`config.mk`:
```
export PLATFORM = sky130hd
export DESIGN_NAME = cnt4bit
export DESIGN_NICKNAME = d
export VERILOG_FILES = /design/src/rtl/cnt4bit.sv
export SDC_FILE = /design/constraint.sdc
export NUM_CORES = 1
export LEC_CHECK = 0
export ABC_AREA = 1
export CORE_AREA = 2 2 39 41
export CTS_CLUSTER_DIAMETER = 200
export DETAILED_ROUTE_END_ITERATION = 6
export DIE_AREA = 0 0 41 43
export PLACE_DENSITY_LB_ADDON = 0.2
export SKIP_LAST_GASP = 1
export SLEW_MARGIN = 20
export SYNTH_ARGS = -nofsm -noshare
export SYNTH_HDL_FRONTEND = slang
export SYNTH_SLANG_ARGS = --single-unit
```
`constraint.sdc`:
```
create_clock -name pin2 -period 3 [get_ports pin2]
set_clock_uncertainty 0.2 [all_clocks]
set_input_delay 0.3 -clock pin2 [delete_from_list [all_inputs] [get_ports pin2]]
set_output_delay 0.3 -clock pin2 [all_outputs]
set_load 0.03 [all_outputs]
```
`src/rtl/cnt4bit.sv`:
```
// rtl/cnt4bit.sv - 74161 synchronous 4-bit binary counter, pin-level model
module cnt4bit (
    input  logic pin1,   // CLR_n
    input  logic pin2,   // CLK
    input  logic pin3,   // A
    input  logic pin4,   // B
    input  logic pin5,   // C
    input  logic pin6,   // D
    input  logic pin7,   // ENP
    input  logic pin8,   // GND
    input  logic pin9,   // LOAD_n
    input  logic pin10,  // ENT
    output logic pin11,  // QD
    output logic pin12,  // QC
    output logic pin13,  // QB
    output logic pin14,  // QA
    output logic pin15,  // RCO
    input  logic pin16   // VCC
);

    logic [3:0] r_q;
    logic [3:0] w_load_data;
    logic       w_count_en;
    logic       w_unused;

    assign w_load_data = {pin6, pin5, pin4, pin3};
    assign w_count_en  = pin7 & pin10;

    // Supply pins exist only to keep the pinout complete.
    assign w_unused = pin8 ^ pin16;

    // Clear is asynchronous and dominates; load outranks counting.
    always_ff @(posedge pin2 or negedge pin1) begin
        if (!pin1) begin
            r_q <= 4'b0000;
        end else if (!pin9) begin
            r_q <= w_load_data;
        end else if (w_count_en) begin
            r_q <= r_q + 4'd1;
        end
    end

    assign {pin11, pin12, pin13, pin14} = r_q;

    // Terminal count is gated only by ENT so stages can cascade through it.
    assign pin15 = pin10 & (&r_q);

endmodule

```
* Yosys cells after proc, flatten, opt, wreduce, memory -nomap -nowiden *
Index checks and enable logic that the tools add are counted.

word-level totals
  flip-flop bits (word level) = 4
  input bits = 11

cells by class
  add/sub/neg operators = 1
  equal/unequal tests = 1
  muxes and demuxes = 2
  bitwise operators = 2
  reductions and logical operators = 1

operators with widths
  operator                                               number
  two-way mux 4 bit                                      2
  adder 4 x 1 -> 4 bit, second input constant            1
  AND reduction 4 bit                                    1
  bitwise AND 1 bit                                      2
  inequality test 2 x 1 -> 1 bit, second input constant  1

* Depth between registers and ports, before layout *
  depth after elaboration = 3
  gate-level depth with buffers = 6
  gate-level depth less buffers = 6

* Worst setup path before layout *
Ideal clock, no wire load.

  path type = reg2out
  from = register r_q[0]
  to = output port pin15
  arrival time = 1.288 ns
  path slack = 1.212 ns
  stages on the path, launching flop included = 4
  cell sequence = dfrtp_1 ha_1 nand2_1 nor2_1

on the way
  word-level cells in the longest chain between the ends = 2

ends and longest elaborated chain
  element                 line  source
  from (decl)             21    logic [3:0] r_q;
  from (signal assigned)  37    r_q <= w_load_data;
  from (signal assigned)  39    r_q <= r_q + 4'd1;
  AND reduction 4 bit     46    assign pin15 = pin10 & (&r_q);
  bitwise AND 1 bit       46
  to (decl)               17    output logic pin15,

No other way between the ends.

* Worst setup path in the final report *
Same ends and word-level chain as after synthesis.

==> run metrics <==
fin crit share 0.7343; Synth Cell Area 265.3 um2; Clock Latency Late Sink 0.23 ns; status completed; port bufs 13; core outline area 1384 um2; total CTS buffers 3; Yosys cell types 13; most common cell after layout, fill and taps aside nand2_1; Reg with most FFs r_q; Syn Inst Count 39; drt pass-1 iters 3; critical path launch point type flop; max-slew violations 0; Chip Width 41 um; Min-Delay Path Class input pin to async pin; vias per cell 4.070; area of the multi-input gates approximately 150 um2; slowest stage delay, CP 0.67 ns; Buf/Inv on CP 1; Bufs on Longest Clock Path 2; CTS hold repair buffers 0; final setup fails 0; die height 43 um; pin count of the biggest net entering global routing 7; Yosys reg bits 4; most frequent cells in the layout 16 x nand2_1, 13 x clkdlybuf4s50_1, 4 x nand3_1, 4 x dfrtp_1; Area Growth Syn to Fin 65.09%; WP data required 2.50 ns; MaxCap Viol Count 0; Mapped Nets 51; row cnt 14; Sink Count 4; final WL roughly 600 um; DPL Wire Length roughly 500 um; slack of the critical path about 0.80 ns; # diodes 0; routed len/inst 8.352 um; Hold Fails Final Rpt 0; buffer type at the clock tree root clkbuf_4; Largest register FFs 4; peak supply drop 0.1807 mV; pre-CTS WS 0.8981 ns; H-tree level count 1; sequential power share 0.354; top flop regs r_q: 4 flops; clock power share 0.308; DRT iter0 DRCs 2; Rel. slew slack 0.7986; FF/Latch Area 100.1 um2; share of cells above drive strength 1 0.1273; worst slew pin tran between 0.3 and 0.4 ns; pwr dens 469.6 nW/um2; global-route wire length before repair 959 um; CP Max Fanout 6; final-layout fill cell count 155; Net Sw Frac 0.3223; RSZ-0062 raised after global routing false; worst path cell trace ha_1 > nand2_1 > nor2_1 > clkdlybuf4s50_1; nets 69; cell leakage power ~0.21 nW; Initial Util 0.1917; grt total ovfl 0; Setup TNS Final 0 ns; Fmax achieved roughly 0.45 GHz; Gate power share 0.338; routability-driven placement congestion ratio 0.6564; post-CTS setup buffer count 0; CTS tree built; Post-Syn Area per Cell 6.801 um2; DRC Markers 0; minimum clock period between 2 and 2.5 ns; Syn. warnings 0; I/O pin cnt 16; Pwr Total 0.2056 mW; DIE AREA roughly 1800 um2; post-CTS sizing 0; data arrival time of the critical path 1.70 ns; critical path class flop to output pin; post-route ant nets 0; critical path's top delay family buffers and inverters; total track usage 0.07972; vias in the first global route 262; P_int 0.1394 mW; initial antenna violation count 0; CTS clk-pin slew, worst paths 0.04 ns; critical path capture point type output pin; sequential area share after synthesis 0.3774; P_sw 0.06628 mW; slowest CP cell clkdlybuf4s50_1; vias 289
Yosys cell counts (all sizes together):
master / n / area (um2)
nand4: 1 / 6.260
o21ai: 1 / 5.000
nand2: 17 / 66.32
or2: 1 / 6.260
ha: 1 / 12.51
dfrtp: 4 / 100.1
o211ai: 1 / 7.510
nand3: 4 / 20.02
nor2: 4 / 22.52
inv: 5 / 18.77
power by group through the flow:
stage | combinational, mW | sequential [mW] | clock [mW]
detailed placement | 0.0701 | 0.0736 | 0
floorplan | 0.0235 | 0.0860 | 0
global placement | 0.0704 | 0.0743 | 0
CTS | 0.0705 | 0.0730 | 0.0664
finish | 0.0695 | 0.0728 | 0.0633
global route | 0.0761 | 0.0745 | 0.0708
metal layers:
layer,GRT usage,wire length (um),vias to the layer above
met5,0,0,-
met4,0.04000,0,0
met3,0.03141,43,0
met2,0.1281,290,8
met1,0.08497,259,126
li1,-,-,155
kinds of logic after synthesis:
| logic type | count (synthesis) | share of synthesized area |
|---|---|---|
| DFF | 4 | 0.3774 |
| adders and majority gates | 1 | 0.04716 |
| AOI/OAI and AO/OA | 2 | 0.04716 |
| buffers and inverters | 5 | 0.07076 |
| and+or+nand+nor | 27 | 0.4576 |
through the flow:
| stage | utilization | cells | hold slack, ns | cell area (um2) |
|---|---|---|---|---|
| floorplan | - | 39 | -0.1956 | 265.3 |
| global placement | 0.3002 | 68 | 0.3135 | 415.4 |
| detailed placement | 0.3002 | 68 | 0.3097 | 415.4 |
| CTS | 0.3165 | 71 | 0.06719 | 437.9 |
| global route | 0.3165 | 71 | 0.07683 | 437.9 |
| finish | 0.3165 | 71 | 0.06843 | 437.9 |
cell type report:
type / count / share of cell area
clock buffers: 3 / 0.05143
well taps: 16 / 0.04571
inverters: 5 / 0.04286
flip-flops and latches: 4 / 0.2286
repair buffers: 13 / 0.2971
multi-input cells: 30 / 0.3343
path summary, 6_finish.rpt:
kind                                    startpoint            endpoint  slack, ns  cells after the start
worst min-delay path                          pin1  r_q[0]$_DFFE_PN0P_       0.07                      1
max in group asynchronous                     pin1  r_q[1]$_DFFE_PN0P_       2.37                      1
worst max register to register  r_q[0]$_DFFE_PN0P_  r_q[1]$_DFFE_PN0P_       1.70                      3
worst max-delay path            r_q[0]$_DFFE_PN0P_               pin15       0.80                      4
min in group pin2               r_q[1]$_DFFE_PN0P_  r_q[1]$_DFFE_PN0P_       0.37                      2
worst min register to register  r_q[1]$_DFFE_PN0P_  r_q[1]$_DFFE_PN0P_       0.37                      2
No activity file was read; power rests on OpenSTA's default activity.
==> patch (config.mk and constraints unchanged) <==
Put a register stage on the output `pin12`, cleared by the reset. The value now appears one clock later. The other outputs are not delayed to match.
--- a/src/rtl/cnt4bit.sv
+++ b/src/rtl/cnt4bit.sv
@@ -19,2 +19,4 @@
 );
+
+    logic pin12_d;
 
@@ -42,3 +44,3 @@
 
-    assign {pin11, pin12, pin13, pin14} = r_q;
+    assign {pin11, pin12_d, pin13, pin14} = r_q;
 
@@ -47,2 +49,10 @@
 
+    always_ff @(posedge pin2 or negedge pin1) begin
+        if (!pin1) begin
+            pin12 <= '0;
+        end else begin
+            pin12 <= pin12_d;
+        end
+    end
+
 endmodule
Behaviour: not the same (a bounded check fails within 4 cycles, from zero or initial values).
==> patch against the unedited design <==
Setup slack lost 0.0053 ns. Area after synthesis increased by 9.4%. Register-to-register slack about the same. Sequential share of layout area grew 4.0 points. Non-clock buffer count is the same. Combinational power about the same. Global-route usage rose by 1.4 points. Routed wire length is 5.9% higher. Sequential cell count rose by 1. Die area unchanged. Highest routed layer is now met4. Total power grew 14%. Cell area is 6.6% higher. Clock power grew 23%.
==> patch: results (changes against the unedited design) <==
| Metric | Value |
|---|---|
| CTS resizes | 0 (unchanged) |
| Internal power | 0.000160 W (was 0.000139 W) |
| Share of cells above drive strength 1 | 12.3% (was 12.7%) |
| Inst Count DP | 69 (was 68) |
| Combinational share of power | 29.5% (was 33.8%) |
| Post-synthesis xor/xnor area fraction | 0% (unchanged) |
| Post-Syn Instances | 40 (was 39) |
| Hold slack | 0.0753 ns (was 0.0684 ns) |
| Pleak | 0.224 nW (was 0.211 nW) |
| DR WL met3 | 73 um (was 43 um) |
| First-pass GRT wire length | 1020 um (was 959 um) |
| Syn Nets | 52 (was 51) |
| Slew Limit Headroom | 79.8% (was 79.9%) |
| All-Layer GR Usage | 9.36% (was 7.97%) |
| Critical path's top delay family | buffers and inverters (unchanged) |
| Reg2reg path depth | 3 (unchanged) |
| Bufs on Longest Clock Path | 2 (unchanged) |
| WL per Instance | 8.60 um (was 8.35 um) |
| Post-synthesis compound-gate area fraction | 4.31% (was 4.72%) |
| R2R Setup Slk | 1.70 ns (about the same) |
| Final layout net count | 70 (was 69) |
| Number of fillers in the final layout | 156 (was 155) |
| Adder-Cell Fraction of Synth Area | 4.31% (was 4.72%) |
| Peak VDD IR | 210 uV (was 181 uV) |
| Post-synth top cells | nand2_1 (16), dfrtp_1 (5), nand3_1 (4) (was nand2_1 (16), dfrtp_1 (4), nand3_1 (4)) |
| Place WS | 0.904 ns (was 0.898 ns) |
| Latest clock arrival within the worst-skew pair | approximately 0.24 ns |
| HPWL after DPL | 484 um (was 493 um) |
| Top cells by area, synth | dfrtp_1 (43%), nand2_1 (21%), nand3_1 (6.9%), ha_1 (4.3%), inv_1 (3.9%) (was dfrtp_1 (38%), nand2_1 (23%), nand3_1 (7.5%), ha_1 (4.7%), inv_1 (4.2%)) |
| DR WL met2 | 264 um (was 290 um) |
| TritonCTS buffer count | 3 (unchanged) |
| Met3 usage | 7.85% (was 3.14%) |
| YS warnings | 0 (unchanged) |
| M1 GR Usage | 11.0% (was 8.50%) |
| Routability-driven placement congestion ratio | 0.680 (was 0.656) |
| Largest net degree at the start of global routing | 7 (unchanged) |
| Top flop regs | r_q: 4 flops, pin12: 1 flops (was r_q: 4 flops) |
| CP startpoint | r_q[0] (unchanged) |
| Vias in the first global route | 248 (was 262) |
| Period utilization | 73.6% (was 73.4%) |
| Outcome | completed (unchanged) |
| Drt initial violations | 8 (was 2) |
| Worst EP arrival | ~1.7 ns |
| Synth unique cells | 13 (unchanged) |
| Ys async rst share | 100% (unchanged) |
| P_seq | 0.0000878 W (was 0.0000728 W) |
| Worst path max stage delay | 0.67 ns (about the same) |
| Post-synthesis mux area share | 0% (unchanged) |
| Final cell count without fillers | 73 (was 71) |
| Met2 global-route usage | 10.9% (was 12.8%) |
| ANT cells | 0 (unchanged) |
| CP endpoint | pin15 (unchanged) |
| Slowest CP cell | clkdlybuf4s50_1 (unchanged) |
| Sequential area share after synthesis | 43.1% (was 37.7%) |
| Routed length on met1 | 276 um (was 259 um) |
| First-pass DRT Iterations | 3 (unchanged) |
| Top sig layer | met4 (was met3) |
| Routed vias/inst | 4.14 (was 4.07) |
-- patch: changes by cell type after synthesis, sizes merged --
cell,before,now
dfrtp,4,5
-- patch: stage by stage --
stage / total power [W] / instance area (um^2)
2_1_floorplan: 0.000125 / 290
3_3_place_gp: 0.000160 / 440
3_5_place_dp: 0.000159 / 440
4_1_cts: 0.000240 / 467
5_1_grt: 0.000255 / 467
6_report: 0.000235 / 467
-- patch: cell type report --
| type | instances | area [um^2] | share of cell area (%) |
|---|---|---|---|
| Inverter | 5 | 18.8 | 4.02 |
| Multi-Input combinational cell | 30 | 146 | 31.4 |
| Sequential cell | 5 | 125 | 26.8 |
| Timing Repair Buffer | 13 | 130 | 27.9 |
| Tap cell | 16 | 20.0 | 4.29 |
| Clock buffer | 4 | 26.3 | 5.63 |
-- patch: logic make-up (layout without fill, tap and decap cells) --
family / Yosys count / after routing
adders and majority gates: 1 / 1
DFF: 5 / 5
AOI/OAI and AO/OA: 2 / 2
and+or+nand+nor: 27 / 27
buffers and inverters: 5 / 22
